File: src/rtl/rng_pkg.sv
`default_nettype none
// ============================================================================
// Module      : rng_pkg
// Description : Shared types and constants for the rng_stream generator:
//               FSM state encoding, default Galois tap masks for common
//               widths, and a helper that checks a constant fits in W bits.
// Revision    : 1.0 - initial release
// ============================================================================
package rng_pkg;

  // Generator phase: WARM discards steps, RUN feeds the output stage.
  typedef enum logic [0:0] {
    WARM = 1'b0,
    RUN  = 1'b1
  } state_t;

  // Maximal-length Galois feedback masks (right-shifting form).
  localparam logic [7:0]  TAPS_8  = 8'hB8;
  localparam logic [15:0] TAPS_16 = 16'hB400;
  localparam logic [31:0] TAPS_32 = 32'hA3000000;

  localparam int W_MIN = 8;
  localparam int W_MAX = 32;

  // True when 'value' has no bits set above bit w-1.
  function automatic logic fits_width(input logic [31:0] value, input int w);
    logic [31:0] mask;
    mask = (w >= 32) ? 32'hFFFF_FFFF : ((32'd1 << w) - 32'd1);
    return (value & ~mask) == 32'd0;
  endfunction

endpackage
`default_nettype wire

File: src/rtl/rng_lfsr.sv
`default_nettype none
// ============================================================================
// Module      : rng_lfsr
// Description : W-bit right-shifting Galois LFSR with step enable and a
//               parallel load port. Load wins over step. A zero load value
//               is replaced by all ones so the register can never lock up.
// Ports       : clk, reset (sync, active-high, resets to all ones)
//               step       - advance one state
//               load       - load load_value (zero becomes all ones)
//               load_value - W-bit value to load
//               value      - current register contents
// Revision    : 1.0 - initial release
// ============================================================================
module rng_lfsr
  import rng_pkg::*;
#(
  parameter int           W    = 16,
  parameter logic [W-1:0] TAPS = W'(TAPS_16)
) (
  input  logic         clk,
  input  logic         reset,
  input  logic         step,
  input  logic         load,
  input  logic [W-1:0] load_value,
  output logic [W-1:0] value
);

  logic [W-1:0] lfsr_state;

  always_ff @(posedge clk) begin
    if (reset) begin
      lfsr_state <= '1;
    end else if (load) begin
      lfsr_state <= (load_value == '0) ? '1 : load_value;
    end else if (step) begin
      if (lfsr_state[0]) begin
        lfsr_state <= (lfsr_state >> 1) ^ TAPS;
      end else begin
        lfsr_state <= lfsr_state >> 1;
      end
    end
  end

  assign value = lfsr_state;

endmodule
`default_nettype wire

File: src/rtl/rng_stream.sv
`default_nettype none
// ============================================================================
// Module      : rng_stream
// Description : Parametrised pseudo-random word source. Output word is a
//               rotate-right seed register XORed with a Galois LFSR. Supports
//               runtime reseed, a warm-up phase and a valid/ready output
//               stage. Under backpressure the generator keeps stepping and
//               the skipped values are dropped.
// Config      : define RNG_HEALTH_EN to build the repetition health test;
//               without it health_err is tied low.
// Ports       : clk, reset (sync, active-high)
//               seed_valid/seed_ready/seed_i - reseed handshake
//               rng_valid/rng_ready/rng_o    - output word handshake
//               health_err                   - sticky repetition failure
// Revision    : 1.0 - initial release
// ============================================================================
module rng_stream
  import rng_pkg::*;
#(
  parameter int          W         = 16,
  parameter logic [31:0] SEED      = 32'h0000_A5A5,
  parameter logic [31:0] TAPS      = 32'h0000_B400,
  parameter int          WARMUP    = 16,
  parameter int          REP_LIMIT = 4
) (
  input  logic         clk,
  input  logic         reset,
  input  logic         seed_valid,
  input  logic [W-1:0] seed_i,
  output logic         seed_ready,
  output logic         rng_valid,
  input  logic         rng_ready,
  output logic [W-1:0] rng_o,
  output logic         health_err
);

  localparam logic [W-1:0] SEED_W      = SEED[W-1:0];
  localparam logic [W-1:0] TAPS_W      = TAPS[W-1:0];
  localparam int           CW          = (WARMUP > 0) ? $clog2(WARMUP + 1) : 1;
  localparam logic [CW-1:0] WARMUP_C   = CW'(WARMUP);
  localparam state_t       START_STATE = (WARMUP == 0) ? RUN : WARM;

  generate
    if (W < W_MIN || W > W_MAX || !fits_width(TAPS, W)) begin : g_param_check
      $error("rng_stream: W must be 8..32 and TAPS must fit in W bits");
    end
  endgenerate

  state_t          state;
  state_t          state_next;
  logic [CW-1:0]   warm_cnt;
  logic [W-1:0]    rotor;
  logic [W-1:0]    lfsr_value;
  logic            seed_accept;
  logic            gen_step;
  logic            load_word;

  assign seed_accept = seed_valid && seed_ready;

  // --------------------------------------------------------------------------
  // Galois LFSR
  // --------------------------------------------------------------------------
  rng_lfsr #(
    .W    (W),
    .TAPS (TAPS_W)
  ) u_lfsr (
    .clk        (clk),
    .reset      (reset),
    .step       (gen_step),
    .load       (seed_accept),
    .load_value (seed_i),
    .value      (lfsr_value)
  );

  // --------------------------------------------------------------------------
  // FSM: state register
  // --------------------------------------------------------------------------
  always_ff @(posedge clk) begin
    if (reset) begin
      state <= START_STATE;
    end else begin
      state <= state_next;
    end
  end

  // --------------------------------------------------------------------------
  // FSM: next state
  // --------------------------------------------------------------------------
  always_comb begin
    state_next = state;
    if (seed_accept) begin
      state_next = START_STATE;
    end else if (state == WARM && warm_cnt == CW'(1)) begin
      state_next = RUN;
    end
  end

  // --------------------------------------------------------------------------
  // FSM: outputs
  // --------------------------------------------------------------------------
  always_comb begin
    gen_step  = 1'b0;
    load_word = 1'b0;
    case (state)
      WARM: begin
        gen_step = 1'b1;
      end
      RUN: begin
        gen_step  = 1'b1;
        load_word = !rng_valid || rng_ready;
      end
      default: begin
        gen_step  = 1'b0;
        load_word = 1'b0;
      end
    endcase
  end

  // Warm-up counter: reloaded on reset and reseed, counts down in WARM.
  always_ff @(posedge clk) begin
    if (reset || seed_accept) begin
      warm_cnt <= WARMUP_C;
    end else if (state == WARM && warm_cnt != '0) begin
      warm_cnt <= warm_cnt - CW'(1);
    end
  end

  // Reseed is only accepted once the block is out of reset.
  always_ff @(posedge clk) begin
    if (reset) begin
      seed_ready <= 1'b0;
    end else begin
      seed_ready <= 1'b1;
    end
  end

  // Rotor: rotate right by one each step, overwritten by a reseed.
  always_ff @(posedge clk) begin
    if (reset) begin
      rotor <= SEED_W;
    end else if (seed_accept) begin
      rotor <= seed_i;
    end else if (gen_step) begin
      rotor <= {rotor[0], rotor[W-1:1]};
    end
  end

  // Output stage. A reseed drops rng_valid even when the current word is
  // being consumed in the same cycle; the consumer still owns that word.
  always_ff @(posedge clk) begin
    if (reset) begin
      rng_o     <= SEED_W;
      rng_valid <= 1'b0;
    end else if (seed_accept) begin
      rng_valid <= 1'b0;
    end else if (load_word) begin
      rng_o     <= rotor ^ lfsr_value;
      rng_valid <= 1'b1;
    end
  end

  // --------------------------------------------------------------------------
  // Repetition health test
  // --------------------------------------------------------------------------
`ifdef RNG_HEALTH_EN
  localparam int             RCW   = (REP_LIMIT > 1) ? $clog2(REP_LIMIT + 1) : 1;
  localparam logic [RCW-1:0] REP_C = RCW'(REP_LIMIT);

  logic [RCW-1:0] rep_cnt;
  logic [RCW-1:0] rep_cnt_next;
  logic [W-1:0]   last_word;
  logic           health_flag;
  logic           word_taken;

  assign word_taken = rng_valid && rng_ready;

  // rep_cnt == 0 means no word accepted since reset/reseed; the first
  // accepted word starts a run of length 1.
  always_comb begin
    rep_cnt_next = rep_cnt;
    if (word_taken) begin
      if (rep_cnt != '0 && rng_o == last_word) begin
        rep_cnt_next = (rep_cnt == REP_C) ? rep_cnt : rep_cnt + RCW'(1);
      end else begin
        rep_cnt_next = RCW'(1);
      end
    end
  end

  always_ff @(posedge clk) begin
    if (reset || seed_accept) begin
      rep_cnt     <= '0;
      last_word   <= '0;
      health_flag <= 1'b0;
    end else begin
      rep_cnt <= rep_cnt_next;
      if (word_taken) begin
        last_word <= rng_o;
      end
      if (rep_cnt_next == REP_C) begin
        health_flag <= 1'b1;
      end
    end
  end

  assign health_err = health_flag;
`else
  assign health_err = 1'b0;
`endif

endmodule
`default_nettype wire
File: config.mk
export PLATFORM = sky130hd
export DESIGN_NAME = rng_stream
export DESIGN_NICKNAME = d
export VERILOG_FILES = /design/src/rtl/rng_pkg.sv /design/src/rtl/rng_lfsr.sv /design/src/rtl/rng_stream.sv
export SDC_FILE = /design/constraint.sdc
export NUM_CORES = 1
export LEC_CHECK = 0
export CAP_MARGIN = 5
export CORE_MARGIN = 5
export CORE_UTILIZATION = 40
export CTS_CLUSTER_SIZE = 28
export DETAILED_ROUTE_END_ITERATION = 7
export PLACE_DENSITY = 0.65
export SYNTH_ARGS = -nofsm -noshare
export SYNTH_HDL_FRONTEND = slang
export SYNTH_SLANG_ARGS = --single-unit
export TNS_END_PERCENT = 1
File: constraint.sdc
create_clock -name clk -period 1.53 [get_ports clk]
set_clock_uncertainty 0.15 [all_clocks]
set_input_delay 0.459 -clock clk [delete_from_list [all_inputs] [get_ports clk]]
set_output_delay 0.459 -clock clk [all_outputs]
set_load 0.02 [all_outputs]
==> flow_summary.json <==
{
  "avgRoutedWirePerCell_microns": 15.78,
  "r2r_slack_ns": -0.05,
  "utilization_pct": 55.98,
  "drt_iter0_markers": 106,
  "crit_type": "in2reg",
  "drv_slew": 0,
  "r2r_cells": 5,
  "yosysWarnings": 0,
  "path_max_fanout": 16,
  "final_cell_mix": "52 x dfxtp_1, 40 x buf_4, 20 x nand2_1, 19 x xor2_1, 19 x buf_2",
  "track_usage_pct": 17.44,
  "synth-seq-area-share_pct": 45.95,
  "ir_drop_v": 0.0004331,
  "synth_edf_count": 0,
  "hold_start": "rotor[4]",
  "die-area_sq_um": 7762,
  "dpl.hpwl_mm": 4.626,
  "setup_viol": 18,
  "use_met2_pct": 26.92,
  "layout.cells.most_common": "dfxtp_1",
  "power_density_nw_per_um2": 994.7,
  "finalWorstSetupSlack_ns": -0.05188,
  "cp.required_ns": 1.61,
  "grt_util_met3_pct": 3.763,
  "cts_tree": "built",
  "worstSetupStartpoint": "seed_i[7]",
  "min_period_ns": 1.582,
  "die_h_microns": 88.10,
  "drcViolationCount": 0,
  "clkLatencyLatePin_ns": 0.31,
  "grt-busiest-layer": "met2",
  "power_uw": 3297,
  "critical_path.max_stage_delay_ns": 0.45,
  "ys_ff_latch": 56,
  "final-hold-violation-count": 0,
  "grt_max_degree": 30,
  "synth_area_leaders": "dfxtp_1 46%, xor2_1 6.8%, o21ai_0 4.9%, nor4_1 4.9%, a211oi_1 4.3%",
  "grt_pass1_vias": 2169,
  "crit_path_top_delay_cell": "clkdlybuf4s50_1",
  "max_freq_ghz": 0.6322,
  "area_growth_pct": 35.85,
  "worstHoldPathCells": 2,
  "die_w_microns": 88.10,
  "antenna_cells": 0,
  "p_leak_uw": 0.001398,
  "syn_nets": 297,
  "via_per_inst": 5.495,
  "status": "finished with violations",
  "synthDistinctLibCells": 34,
  "final_area_sq_um": 3314,
  "io_buffers": 37,
  "regToRegStartpoint": "warm_cnt[1]",
  "core.rowCount": 28,
  "reg2reg_to": "warm_cnt[0]",
  "vias": 2275,
  "cts_hold_buf": 0,
  "gp_congestion": 0.8002,
  "crit_family": "buffers and inverters",
  "cts_root_buf": "clkbuf_8",
  "grt_overflow": 0,
  "syn-instance-count": 274,
  "whs_ns": 0.3233,
  "clockBufferDepth": 2,
  "dpl-instance-area_sq_um": 3159,
  "min_to": "rotor[3]",
  "critPathBufInv": 2,
  "wirelength_mm": 6.531,
  "initial_utilization_pct": 41.21,
  "ant_nets": 0,
  "endpoint_kind": "flip-flop",
  "grt_first_pass_wirelength_mm": 10.61,
  "dpl_worst_slack_ns": -0.7814,
  "core_sq_um": 5921,
  "synth_ff_type": "dfxtp_1",
  "drive_gt1_share_pct": 29.20,
  "synthArstFlopShare_pct": 0,
  "crit_path_start_kind": "input pin",
  "cts.clk_slew.worst_paths_ns": 0.10,
  "met1_usage_pct": 24.47,
  "hp-class": "reg2reg",
  "ios": 39,
  "htree_levels": 2,
  "yosysTopAreaCellShare_pct": 45.95,
  "first_pass_iters": 4,
  "violations": "setup timing",
  "synth_top_area_cell": "dfxtp_1",
  "antenna_found_initial": 0,
  "nNetsFinal": 361,
  "cts_buffers": 5,
  "cp.arrival_ns": 1.66,
  "post-route-period-util_pct": 103.4,
  "rsz0062_at_grt": "true",
  "syn_area_per_cell_sq_um": 8.905,
  "crit_chain": "clkdlybuf4s50_1 -> nor4_2 -> nand2_1 -> buf_6 -> o211ai_1",
  "num-fill-cells": 548,
  "syn_area_sq_um": 2440,
  "clock_sinks": 56,
  "maxCapViolCount": 0
}
power breakdown:
group | total, uW | internal (uW) | switching [uW]
Combinational | 668 | 347 | 320
Sequential | 1680 | 1570 | 101
Clock | 954 | 487 | 467
tightest hold or removal path: cells and delay by family, from the launching register on:
family / cells / cell delay (ns)
AOI/OAI and AO/OA: 1 / 0.06
DFF: 1 / 0.33
and+or+nand+nor: 1 / 0.05
flip-flops by register name, indices dropped and copies added, names as in the netlist:
register and cells:
rotor 16, rng_valid 1, warm_cnt 5, seed_ready 1, rng_o 16, state 1
u_lfsr.value 16
area by class of cell:
cell class,instances,area [sq um],area share [%]
multi-input cells,186,1296,39.11
flip-flops and latches,56,1126,33.98
repair buffers,84,666.9,20.12
well taps,75,93.84,2.831
clock buffers,6,72.57,2.190
clock inverters,2,35.03,1.057
inverters,5,23.77,0.7173
through the flow:
step	setup TNS, ns	std cells
final	-0.3995	414
after global routing	-1.399	414
after CTS	-0.3707	414
after detailed placement	-28.65	405
after global placement	-28.18	405
after floorplan	-0.02180	274
cell families (layout without fill, tap and decap cells):
family                   count (synthesis)  in the layout  synth area share, %
AND/OR/NAND/NOR                         81             81                18.62
AO/OA/AOI/OAI                           79             79                20.05
flip-flops                              56             56                45.95
buffers and inverters                   32             97                5.641
XOR/XNOR                                19             19                6.821
adder cells (fa/ha/maj)                  3              3                1.539
multiplexers                             3              3                1.231
other                                    1              1               0.1537
cell usage after synthesis, drive strengths merged (2+ instances only):
master,n
a211o,7
a211oi,14
a21oi,14
a31oi,16
and3,14
buf,11
clkbuf,16
dfxtp,56
ha,3
inv,5
mux2i,3
nand2,21
nand2b,2
nand3,2
nor2,4
nor3,11
nor4,19
o211ai,2
o21ai,24
or4b,3
xor2,19
what timing repair did:
item,in CTS,in global routing
setup buffers,0,0
gates cloned,1,0
hold endpoints to repair,0,0
resized for setup,88,32
pin swaps,2,6
endpoints found under the setup margin,67,50
worst max-delay path by stage:
stage | end | slack (ns) | cells after the start
after detailed placement | rng_o[8] | -0.78 | 4
after global routing | u_lfsr.value[12] | -0.1 | 5
after global placement | rng_o[14] | -0.74 | 4
after CTS | warm_cnt[1] | -0.13 | 4
after floorplan | warm_cnt[0] | -0.01 | 5
final | u_lfsr.value[12] | -0.05 | 5
per-layer routing:
metal  vias to the layer above  part of all wire [%]
li1                       1121                     -
met2                        78                    47
met4                         0                   1.6
met3                        11                   6.6
met1                      1065                    45
met5                         -                     0
No activity file was read; power rests on OpenSTA's default activity.
